File: config.mk
export PLATFORM = sky130hd
export DESIGN_NAME = tl_ul_channel_buffer
export DESIGN_NICKNAME = d
export VERILOG_FILES = /design/src/rtl/tl_pkg.sv /design/src/rtl/tl_queue.sv /design/src/rtl/tl_ul_channel_buffer.sv
export SDC_FILE = /design/constraint.sdc
export NUM_CORES = 1
export LEC_CHECK = 0
export BUFFER_PORTS_ARGS = -buffer_cell sky130_fd_sc_hd__buf_2
export CORE_MARGIN = 5
export CORE_UTILIZATION = 45
export DETAILED_ROUTE_END_ITERATION = 8
export GPL_ROUTABILITY_DRIVEN = 0
export PLACE_DENSITY = 0.71
export SYNTH_ARGS = -nofsm -noshare
export SYNTH_HDL_FRONTEND = slang
export SYNTH_SLANG_ARGS = --single-unit
File: constraint.sdc
create_clock -name clock -period 4.9 [get_ports clock]
set_clock_uncertainty 0.2 [all_clocks]
set_input_delay 0.245 -clock clock [delete_from_list [all_inputs] [get_ports clock]]
set_output_delay 0.245 -clock clock [all_outputs]
set_load 0.01 [all_outputs]
File: src/rtl/tl_pkg.sv
// TileLink-UL shared constants and packed-bundle geometry.
// Bundles are packed MSB-first with data in the low bits.
package tl_pkg;

    localparam logic [2:0] TL_A_PUT_FULL       = 3'd0;
    localparam logic [2:0] TL_A_PUT_PARTIAL    = 3'd1;
    localparam logic [2:0] TL_A_GET            = 3'd4;
    localparam logic [2:0] TL_D_ACCESS_ACK     = 3'd0;
    localparam logic [2:0] TL_D_ACCESS_ACK_DATA = 3'd1;

    localparam int OPCODE_W  = 3;
    localparam int A_PARAM_W = 3;
    localparam int D_PARAM_W = 2;
    localparam int D_SINK_W  = 1;

    localparam int DATA_LSB    = 0;
    localparam int A_FIXED_W   = OPCODE_W + A_PARAM_W + 1;
    localparam int D_FIXED_W   = OPCODE_W + D_PARAM_W + D_SINK_W + 2;

    function automatic int a_bits_w(int addr_w, int data_w,
                                    int source_w, int size_w);
        return A_FIXED_W + size_w + source_w + addr_w + data_w / 8 + data_w;
    endfunction

    function automatic int d_bits_w(int data_w, int source_w, int size_w);
        return D_FIXED_W + size_w + source_w + data_w;
    endfunction

    // Field LSBs measured up from the data end of the bundle.
    function automatic int a_mask_lsb(int data_w);
        return data_w + 1;
    endfunction

    function automatic int a_addr_lsb(int data_w);
        return data_w + 1 + data_w / 8;
    endfunction

    function automatic int d_source_lsb(int data_w);
        return data_w + 2 + D_SINK_W;
    endfunction

    function automatic int cnt_w(int depth);
        return (depth > 0) ? $clog2(depth + 1) : 1;
    endfunction

endpackage

File: src/rtl/tl_queue.sv
// Valid/ready queue with optional pipe (accept while full and draining)
// and flow (empty bypass); depth 0 is a plain wire.
module tl_queue
    import tl_pkg::*;
#(
    parameter int WIDTH = 8,
    parameter int DEPTH = 2,
    parameter bit PIPE  = 1'b0,
    parameter bit FLOW  = 1'b0,
    localparam int CNT_W = cnt_w(DEPTH)
) (
    input  logic             clock,
    input  logic             reset_n,
    input  logic             i_in_valid,
    output logic             o_in_ready,
    input  logic [WIDTH-1:0] i_in_bits,
    output logic             o_out_valid,
    input  logic             i_out_ready,
    output logic [WIDTH-1:0] o_out_bits,
    output logic [CNT_W-1:0] o_count
);

    if (DEPTH == 0) begin : g_wire
        assign o_in_ready  = i_out_ready;
        assign o_out_valid = i_in_valid;
        assign o_out_bits  = i_in_bits;
        assign o_count     = '0;
    end else begin : g_fifo
        localparam int PTR_W = (DEPTH > 1) ? $clog2(DEPTH) : 1;
        localparam logic [PTR_W-1:0] LAST = PTR_W'(DEPTH - 1);
        localparam logic [CNT_W-1:0] FULL = CNT_W'(DEPTH);

        logic [WIDTH-1:0] r_mem [DEPTH];
        logic [PTR_W-1:0] r_wptr;
        logic [PTR_W-1:0] r_rptr;
        logic [CNT_W-1:0] r_count;
        logic             w_empty;
        logic             w_full;
        logic             w_enq;
        logic             w_deq;
        logic             w_bypass;
        logic             w_wr;
        logic             w_rd;

        assign w_empty     = (r_count == '0);
        assign w_full      = (r_count == FULL);
        assign o_in_ready  = !w_full || (PIPE && i_out_ready);
        assign o_out_valid = !w_empty || (FLOW && i_in_valid);
        assign o_out_bits  = (FLOW && w_empty) ? i_in_bits : r_mem[r_rptr];

        assign w_enq    = i_in_valid && o_in_ready;
        assign w_deq    = o_out_valid && i_out_ready;
        // A flow beat that leaves as it arrives never touches storage.
        assign w_bypass = FLOW && w_empty && w_deq;
        assign w_wr     = w_enq && !w_bypass;
        assign w_rd     = w_deq && !w_bypass;

        always_ff @(posedge clock) begin
            if (w_wr) begin
                r_mem[r_wptr] <= i_in_bits;
            end
        end

        always_ff @(posedge clock or negedge reset_n) begin
            if (!reset_n) begin
                r_wptr  <= '0;
                r_rptr  <= '0;
                r_count <= '0;
            end else begin
                if (w_wr) begin
                    r_wptr <= (r_wptr == LAST) ? '0 : r_wptr + 1'b1;
                end
                if (w_rd) begin
                    r_rptr <= (r_rptr == LAST) ? '0 : r_rptr + 1'b1;
                end
                if (w_wr && !w_rd) begin
                    r_count <= r_count + 1'b1;
                end else if (w_rd && !w_wr) begin
                    r_count <= r_count - 1'b1;
                end
            end
        end

        assign o_count = r_count;

        a_count_bound: assert property (
            @(posedge clock) disable iff (!reset_n) r_count <= FULL);
        a_bits_stable: assert property (
            @(posedge clock) disable iff (!reset_n)
            (!w_empty && !i_out_ready) |=> $stable(o_out_bits));
    end

endmodule

File: src/rtl/tl_ul_channel_buffer.sv
// TileLink-UL A/D channel buffer between a master and a slave port,
// with per-channel occupancy and an idle flag for power control.
module tl_ul_channel_buffer
    import tl_pkg::*;
#(
    parameter int ADDR_W   = 32,
    parameter int DATA_W   = 32,
    parameter int SOURCE_W = 5,
    parameter int SIZE_W   = 4,
    parameter int A_DEPTH  = 2,
    parameter int D_DEPTH  = 2,
    parameter bit A_PIPE   = 1'b0,
    parameter bit A_FLOW   = 1'b0,
    parameter bit D_PIPE   = 1'b0,
    parameter bit D_FLOW   = 1'b0,
    localparam int A_W     = a_bits_w(ADDR_W, DATA_W, SOURCE_W, SIZE_W),
    localparam int D_W     = d_bits_w(DATA_W, SOURCE_W, SIZE_W),
    localparam int A_CNT_W = cnt_w(A_DEPTH),
    localparam int D_CNT_W = cnt_w(D_DEPTH)
) (
    input  logic               clock,
    input  logic               reset_n,
    input  logic               a_in_valid,
    output logic               a_in_ready,
    input  logic [A_W-1:0]     a_in_bits,
    output logic               a_out_valid,
    input  logic               a_out_ready,
    output logic [A_W-1:0]     a_out_bits,
    input  logic               d_in_valid,
    output logic               d_in_ready,
    input  logic [D_W-1:0]     d_in_bits,
    output logic               d_out_valid,
    input  logic               d_out_ready,
    output logic [D_W-1:0]     d_out_bits,
    output logic [A_CNT_W-1:0] a_count,
    output logic [D_CNT_W-1:0] d_count,
    output logic               idle
);

    logic w_a_empty;
    logic w_d_empty;

    tl_queue #(
        .WIDTH (A_W),
        .DEPTH (A_DEPTH),
        .PIPE  (A_PIPE),
        .FLOW  (A_FLOW)
    ) u_a_queue (
        .clock       (clock),
        .reset_n     (reset_n),
        .i_in_valid  (a_in_valid),
        .o_in_ready  (a_in_ready),
        .i_in_bits   (a_in_bits),
        .o_out_valid (a_out_valid),
        .i_out_ready (a_out_ready),
        .o_out_bits  (a_out_bits),
        .o_count     (a_count)
    );

    tl_queue #(
        .WIDTH (D_W),
        .DEPTH (D_DEPTH),
        .PIPE  (D_PIPE),
        .FLOW  (D_FLOW)
    ) u_d_queue (
        .clock       (clock),
        .reset_n     (reset_n),
        .i_in_valid  (d_in_valid),
        .o_in_ready  (d_in_ready),
        .i_in_bits   (d_in_bits),
        .o_out_valid (d_out_valid),
        .i_out_ready (d_out_ready),
        .o_out_bits  (d_out_bits),
        .o_count     (d_count)
    );

    assign w_a_empty = (a_count == '0);
    assign w_d_empty = (d_count == '0);
    assign idle      = w_a_empty && w_d_empty && !a_in_valid && !d_in_valid;

endmodule

Yosys cells after proc, flatten, opt, wreduce, memory -nomap -nowiden
Memory sizes are Yosys's and may differ from the RTL's.
Index checks and enable logic that the tools add are counted.
- register bits: 8
- bits of input ports: 139
- memory bits (read-only): 0
- RAM bits: 266
- bits in latches: 0
- memories kept: 2
- memory list (memory ; words ; bits a word ; rd ports ; clocked after Yosys merged registers in ; write ports ; RTL line ; source):
    u_a_queue.g_fifo.r_mem ; 2 ; 84 ; 1 ; 0 ; 1 ; tl_queue.sv:33 ; logic [WIDTH-1:0] r_mem [DEPTH];
    u_d_queue.g_fifo.r_mem ; 2 ; 49 ; 1 ; 0 ; 1 ; tl_queue.sv:33 ;
- $lt $le $gt $ge: 0
- bitwise gates (word level): 0
- shift operators: 0
- div/mod/pow operators: 0
- multipliers: 0
- equal/unequal tests: 2
- reduce and logical (&&, ||, !) cells: 25
- $add $sub $neg: 8
- muxes and demuxes: 12
- operators with widths (kind ; number):
    1-bit logical AND ; 11
    1-bit logical NOT ; 10
    1-bit 2-to-1 mux ; 8
    2-bit 2-to-1 mux ; 4
    1-bit adder, second input constant ; 4
    2-bit by 1-bit adder with 2-bit output, second input constant ; 2
    2-bit equality test, second input constant ; 2
    2-bit logical NOT ; 2
    2-bit nonzero test ; 2
    2-bit by 1-bit subtractor with 2-bit output, second input constant ; 2

Longest topological paths before layout
Gate-level depths: netlist of the first run.
- word-level depth: 7
- gate-level depth with buffers: 7
- depth with buffers taken out: 7

Cells and area by module
From an unflattened synthesis of the first run, not the netlist that was laid out.
- cell total of the unflattened synthesis: 452
- area total of the unflattened synthesis: 10264.8 um^2
- by module, submodules not included (module ; times used ; cells each ; area an instance (um^2) ; sequential area each (um^2)):
    tl_queue (u_a_queue) ; 1 ; 279 ; 6263.5 ; 5144.9
    tl_queue (u_d_queue) ; 1 ; 171 ; 3983.8 ; 3042.9
    tl_ul_channel_buffer ; 1 ; 2 ; 17.5 ; 0.0

Least setup slack after synthesis of the first run
No wires, ideal clock.
- path type: register to register
- from: register u_a_queue.g_fifo.r_count[0], in the netlist u_a_queue.o_count[0]
- to: memory u_a_queue.g_fifo.r_mem[0][0] in the netlist's numbering, enable pin
- data arrival time: 4277 ps
- buffers on the path: 0
- stages on the path, launching flop included: 4
- data required time: 4173 ps
- period minus slack after synthesis: 5004 ps
- slack: -104 ps
- path through: dfrtp_1 nand2b_1 nand2_1 nor2_1
- word-level cells in the longest chain between the ends: 5
- ends and longest elaborated chain (item ; RTL line ; source):
    start, declared ; tl_queue.sv:36 ; logic [CNT_W-1:0] r_count;
    start signal, assigned ; tl_queue.sv:77 ; r_count <= r_count + 1'b1;
    start signal, assigned ; tl_queue.sv:79 ; r_count <= r_count - 1'b1;
    2-bit equality test ; tl_queue.sv:46 ; assign w_full = (r_count == FULL);
    1-bit logical NOT ; tl_queue.sv:47 ; assign o_in_ready = !w_full || (PIPE && i_out_ready);
    named net a_in_ready ; tl_ul_channel_buffer.sv:24 ; output logic a_in_ready,
    1-bit logical AND ; tl_queue.sv:51 ; assign w_enq = i_in_valid && o_in_ready;
    1-bit 2-to-1 mux ; tl_queue.sv:59 ; if (w_wr) begin
    1-bit 2-to-1 mux (not written as such) ; tl_queue.sv:60 ; r_mem[r_wptr] <= i_in_bits;
    end, declared ; tl_queue.sv:33 ;
The timed path passes the listed nets, and every way through them passes these cells.

Worst setup path in the final report of the first run
- from: register u_a_queue.g_fifo.r_rptr
- to: output a_out_bits[16]
- word-level cells in the longest chain between the ends: 1
- ends and longest elaborated chain (item ; RTL line ; source):
    start, declared ; tl_queue.sv:35 ; logic [PTR_W-1:0] r_rptr;
    start signal, assigned ; tl_queue.sv:74 ; r_rptr <= (r_rptr == LAST) ? '0 : r_rptr + 1'b1;
    memory 2 x 84 bit ; - ;
    end, declared ; tl_ul_channel_buffer.sv:28 ; output logic [A_W-1:0] a_out_bits,
Every way passes these cells.

==> run metrics, run 1 <==
status finished clean; crit end category output pin; sequential area share after synthesis 82.0%; net count after synthesis 592; site row count 54; CTS H-tree lvls 1; RSZ-0062 raised after global routing false; critical-path maximum fanout 49; Highest Clock Rate 333 MHz; R2R setup slack 2.42 ns; Total Nets Final 1030; MaxCap Viol Count 0; Largest stage delay, worst path 0.88 ns; Die Height 159 µm; Final Hold Vio Count 0; share of post-route cells with drive strength above 1 45.0%; Total Die Area 0.0253 mm²; Leak 5.32 nW; crit path max-delay cell type dfrtp_4; Pwr Density 550 mW/mm²; WL per Instance 20.1 µm; Via density 4.94; via count 5873; final setup vio count 0; worst endpoint data arrival time 2.55 ns; peak supply drop 0.635 mV; CTS buffer count 28; Core Box Area 0.0218 mm²; Setup CP Type flip-flop to output pin; latest clock arrival within the worst-skew pair 0.52 ns; Req. time, crit path 4.45 ns; drt total wl 23.9 mm; Cell variety after synth 17; DR iter-0 viols 278; syn_area_per_cell 22.1 µm²; area occupied by registers 0.00819 mm²; remaining antenna violation count after routing 0; worst-path cell chain buf_4 > mux2_1 > buf_2; Synth Warn # 0; crit share post-route 61.2%; clk sink count 274; Tot GR Track Use 18.4%; total power 7.67 mW; io pins 281; Slew @ Worst Pin 1.22 ns; root buffer cell clkbuf_16; TritonCTS clock tree built; initial antenna violation count 1; drc violations 0; die extent in x 159 µm; Final Hold Slack 0.241 ns; port buffer count 280; Fillers 1466; vias in the first global route 6690; Final Slew Violations 0; slew margin rel. 18.9%; Max clock buf depth 3; Initial Util 45.8%; Worst Setup Start Kind flip-flop; worst hold path type primary input to flip-flop; synthesized area 0.00999 mm²; Seq cells post-synth 274; total iterations of the first detailed-routing run 4; Mapped Cells 451; synth-to-layout area growth 39.6%; Tmin final 3.00 ns; largest net degree at the start of global routing 82; Remaining Overflow, GRT 0; Clock transition at path regs 0.06 ns; Setup TNS Final 0 ns; first-pass GRT wire length 37.3 mm; area of the multi-input gates 0.00171 mm²; hpwl dp 14.7 mm
## kinds of logic (layout without fill, tap and decap cells)
family        count (synthesis)  after routing  share of synthesized area, %
other cells                   0              1                             0
xor+xnor                     10             10                         0.877
buf+inv                      17            475                          1.16
fa+ha+maj                     2              2                         0.250
flops                       274            274                          82.0
simple gates                 15             15                         0.739
mux                         133            133                          15.0
## power by group
part	leakage (nW)	switching (mW)	internal (mW)
clock network	0.425	0.827	1.15
registers	2.56	0.325	3.22
logic	2.33	1.16	0.997
total	5.32	2.31	5.37
## metrics by stage
stage                     setup WS, ns  cells  instance area [µm²]  util [%]
after floorplan                   1.31    451                 9990         -
after global placement            2.52   1000                11700      53.6
after detailed placement          2.46   1000                11700      53.6
after CTS                         1.86   1189                13900      63.9
after global routing              1.76   1190                13900      63.9
final                             1.90   1190                13900      63.9
## path summary, 6_finish.rpt
path,startpoint,endpoint,cells after the start
worst min register to register,u_a_queue.o_count[1],u_a_queue.o_count[1],1
worst max-delay path,u_a_queue.g_fifo.r_rptr,a_out_bits[16],3
worst max register to register,u_a_queue.o_count[0],u_a_queue.g_fifo.r_mem[1][30],3
min in group asynchronous,reset_n,u_a_queue.o_count[1],3
worst min-delay path,a_in_bits[82],u_a_queue.g_fifo.r_mem[1][82],2
max in group asynchronous,reset_n,u_a_queue.g_fifo.r_rptr,3
## cell usage in the layout, fill, tap and decap left out, drive strengths merged
cell type	instances
xnor2	6
dlygate4sd3	139
clkbuf	33
edfxtp	266
inv	2
dfrtp	8
and3	2
bufinv	2
mux2	133
diode	1
ha	2
nor2	4
nor4	1
xor2	4
buf	284
clkinv	15
nand2b	2
nand2	4
or2	2
## cell usage after synthesis (all sizes together)
cell | n | share of area (%)
ha | 2 | 0.25
nand2b | 2 | 0.13
nor4 | 1 | 0.063
xnor2 | 6 | 0.53
or2 | 2 | 0.13
edfxtp | 266 | 80
xor2 | 4 | 0.35
dfrtp | 8 | 2.0
nor2 | 4 | 0.15
mux2 | 133 | 15
buf | 15 | 1.1
inv | 2 | 0.075
and3 | 2 | 0.13
nand2 | 4 | 0.15
## per-layer routing
layer | vias to the layer above | share of wire (%) | wire length [µm] | global-route usage (%)
li1 | 2665 | - | - | -
met1 | 2876 | 35 | 8420 | 20.0
met2 | 261 | 54 | 13000 | 33.7
met3 | 71 | 6.3 | 1520 | 4.35
met4 | 0 | 4.2 | 1010 | 8.61
met5 | - | 0 | 0 | 0
## timing repair
action / in CTS / in global routing
setup buffers: 0 / 0
hold buffers: 139 / 0
hold endpoints to repair: 280 / 0
gates resized for setup: 0 / 0
## final cells by class
type	instances	area share (%)
Antenna cell	1	0.0179
Clock buffer	33	5.16
Clock inverter	17	1.01
Inverter	2	0.0538
Multi-Input combinational cell	160	12.2
Sequential cell	274	58.8
Tap cell	280	2.51
Timing Repair Buffer	423	20.2
## critical path: cells and delay by family, from the launching register on
kind / cells / cell delay, ns
buffers and inverters: 2 / 0.71
multiplexers: 1 / 0.39
flip-flops: 1 / 0.88
## flip-flops by register name, summed over array words and instances (netlist names)
signal,flops
u_d_queue.g_fifo.r_rptr,1
u_a_queue.o_count,2
u_d_queue.g_fifo.r_mem,98
u_a_queue.g_fifo.r_rptr,1
u_d_queue.g_fifo.r_wptr,1
u_a_queue.g_fifo.r_wptr,1
u_a_queue.g_fifo.r_mem,168
u_d_queue.o_count,2
(Power assumes the default switching activity.)
==> run 2, diff against run 1 <==
Clock period 4.9 ns to 2.65 ns, I/O delays scaled along.
==> run 2 against run 1 <==
  * Combinational power up 97%
  * Final area grew 1.5%
  * Die area did not move
  * Non-clock buffer count up 9
  * Sequential share of layout area is 0.86 points lower
  * Wire length down 4.3%
  * Total power rose by 89%
  * First-iteration DRC count is 12% lower
  * Cell count increased by 1.0%
  * Sequential cell count stayed put
  * Largest power group unchanged
==> run metrics, run 2 (synthesis results as in run 1) <==
port buffer count 280 (unchanged); Setup Buffers After CTS 0 (unchanged); P_int 10.3 mW (+92%); synth-to-layout area growth 41.7%; Net Switching 4.22 mW (+83%); Hold Crit Depth 2 (unchanged); TritonCTS clock tree built; reg2reg start u_a_queue.o_count[0]; Tmin final 2.49 ns; Remaining Overflow, GRT 0 (unchanged); Initial Util 45.8% (unchanged); DR iter-0 viols 245 (-12%); Clock transition at path regs 0.06 ns (about the same); status finished clean; Net Sw Frac 29.0% (-1.0 points); Largest regs u_a_queue.g_fifo.r_mem (168), u_d_queue.g_fifo.r_mem (98); hpwl dp 14.6 mm (-0.77%); WL per Instance 19.0 µm (-5.3%); Biggest register u_a_queue.g_fifo.r_mem; total iterations of the first detailed-routing run 4 (unchanged); io pins 281 (unchanged); vias in the first global route 6508 (-2.7%); initial antenna violation count 3 (+2); Setup CP Type flip-flop to output pin; worst hold path type primary input to flip-flop; Setup TNS Final 0 ns (unchanged); critical-path maximum fanout 36 (-27%); Comb power frac 29.2% (+1.1 points); Setup crit start u_a_queue.g_fifo.r_rptr; commonest non-fill, non-tap cell in the layout buf_2; die extent in x 159 µm (unchanged); largest net degree at the start of global routing 67 (-18%); drc violations 0 (unchanged); Hold Startpoint a_in_bits[48]; final setup vio count 0 (unchanged); drt total wl 22.9 mm (-4.3%); crit end category output pin; latest clock arrival within the worst-skew pair 0.52 ns (about the same); Place WS 0.696 ns (-1.76 ns); site row count 54 (unchanged); share of post-route cells with drive strength above 1 46.0% (+0.98 points); fin worst setup slack 0.161 ns (-1.74 ns); Via density 4.79 (-3.0%); Total Nets Final 1039 (+0.87%); first-pass GRT wire length 35.6 mm (-4.4%); Highest Clock Rate 402 MHz; clock power share 26.8% (+1.0 points); CTS buffer count 28 (unchanged); peak supply drop 0.739 mV (+16%); Die Height 159 µm (unchanged); post-layout util 64.8% (+0.95 points); root buffer cell clkbuf_16; clk sink count 274 (unchanged); via count 5756 (-2.0%); RSZ-0062 raised after global routing false; Worst Setup Start Kind flip-flop; Final Cell Area 0.0141 mm² (+1.5%); Final Hold Vio Count 0 (unchanged); Final Slew Violations 0 (unchanged); remaining antenna violation count after routing 0 (unchanged); Tot GR Track Use 17.5% (-0.86 points); Max clock buf depth 3 (unchanged); Leak 5.42 nW (+1.9%); slew margin rel. 65.0% (+46 points); Req. time, crit path 2.32 ns (-2.13 ns); DP Area 0.0118 mm² (+1.1%); Pwr Density 1030 mW/mm² (+86%); crit share post-route 93.9%; CTS H-tree lvls 1 (unchanged); Total Die Area 0.0253 mm² (unchanged); Slew @ Worst Pin 0.525 ns (-0.692 ns); Core Box Area 0.0218 mm² (unchanged); most frequent cells in the layout buf_2 (280), edfxtp_1 (266), dlygate4sd3_1 (139), mux2_2 (79), mux2_1 (54); reg2reg path depth 3 (unchanged); MaxCap Viol Count 0 (unchanged); worst endpoint data arrival time 2.16 ns (-0.39 ns); max FFs per register 168 (unchanged); sequential power share 43.9% (-2.3 points)
-- run 2: cell count changes in the layout (fill, tap and decap cells not counted), sizes merged --
cell      delta
clkbuf       +7
clkinv       -7
diode        +1
buf          +9
bufinv       +1
clkinvlp     +1
-- run 2: area by class of cell --
type / instances / area, µm²
diodes: 2 / 5.00
flip-flops and latches: 274 / 8190
clock inverters: 12 / 134
multi-input cells: 160 / 1710
inverters: 2 / 7.51
fillers: 1484 / 7670
clock buffers: 40 / 807
well taps: 280 / 350
repair buffers: 432 / 2940
-- run 2: path summary, 6_finish.rpt --
| kind | endpoint | slack [ns] |
|---|---|---|
| max | a_out_bits[29] | 0.16 |
| min reg2reg | u_d_queue.g_fifo.r_wptr | 0.35 |
| max reg2reg | u_a_queue.g_fifo.r_mem[1][53] | 0.69 |
| min | u_a_queue.g_fifo.r_mem[0][48] | 0.14 |
| min in group asynchronous | u_a_queue.g_fifo.r_wptr | 0.42 |
| max in group asynchronous | u_a_queue.g_fifo.r_rptr | 1.53 |
-- run 2: stage by stage --
step	std cells	hold WS, ns	total power [mW]
2_1_floorplan	451	-0.363	8.82
3_3_place_gp	1009	-0.214	10.4
3_5_place_dp	1009	-0.213	10.5
4_1_cts	1200	0.107	14.7
5_1_grt	1202	0.114	15.2
6_report	1202	0.139	14.5
-- run 2: routing by layer --
metal | track usage (%) | up-vias | routed length, µm | share of wire [%]
met3 | 3.96 | 63 | 1330 | 5.8
met5 | 0 | - | 7 | 0.031
li1 | - | 2684 | - | -
met2 | 32.5 | 212 | 12500 | 55
met1 | 19.2 | 2795 | 8060 | 35
met4 | 7.33 | 2 | 964 | 4.2
-- run 2: what timing repair did --
item / in CTS / in global routing
hold buffers: 139 / 0
gates resized for setup: 0 / 0
endpoints found under the hold margin: 281 / 0
-- run 2: worst max-delay path, stage by stage (launching register included) --
cell     delay [ns]
dfrtp_4        0.76
buf_4          0.34
mux2_1         0.37
buf_2          0.16
-- run 2: power by group through the flow --
stage | Clock [mW] | Combinational [mW] | Sequential (mW)
4_1_cts | 3.99 | 4.28 | 6.38
5_1_grt | 4.19 | 4.56 | 6.47
3_5_place_dp | 0 | 4.08 | 6.47
6_report | 3.90 | 4.24 | 6.38
2_1_floorplan | 0 | 2.59 | 6.23
3_3_place_gp | 0 | 4.01 | 6.40
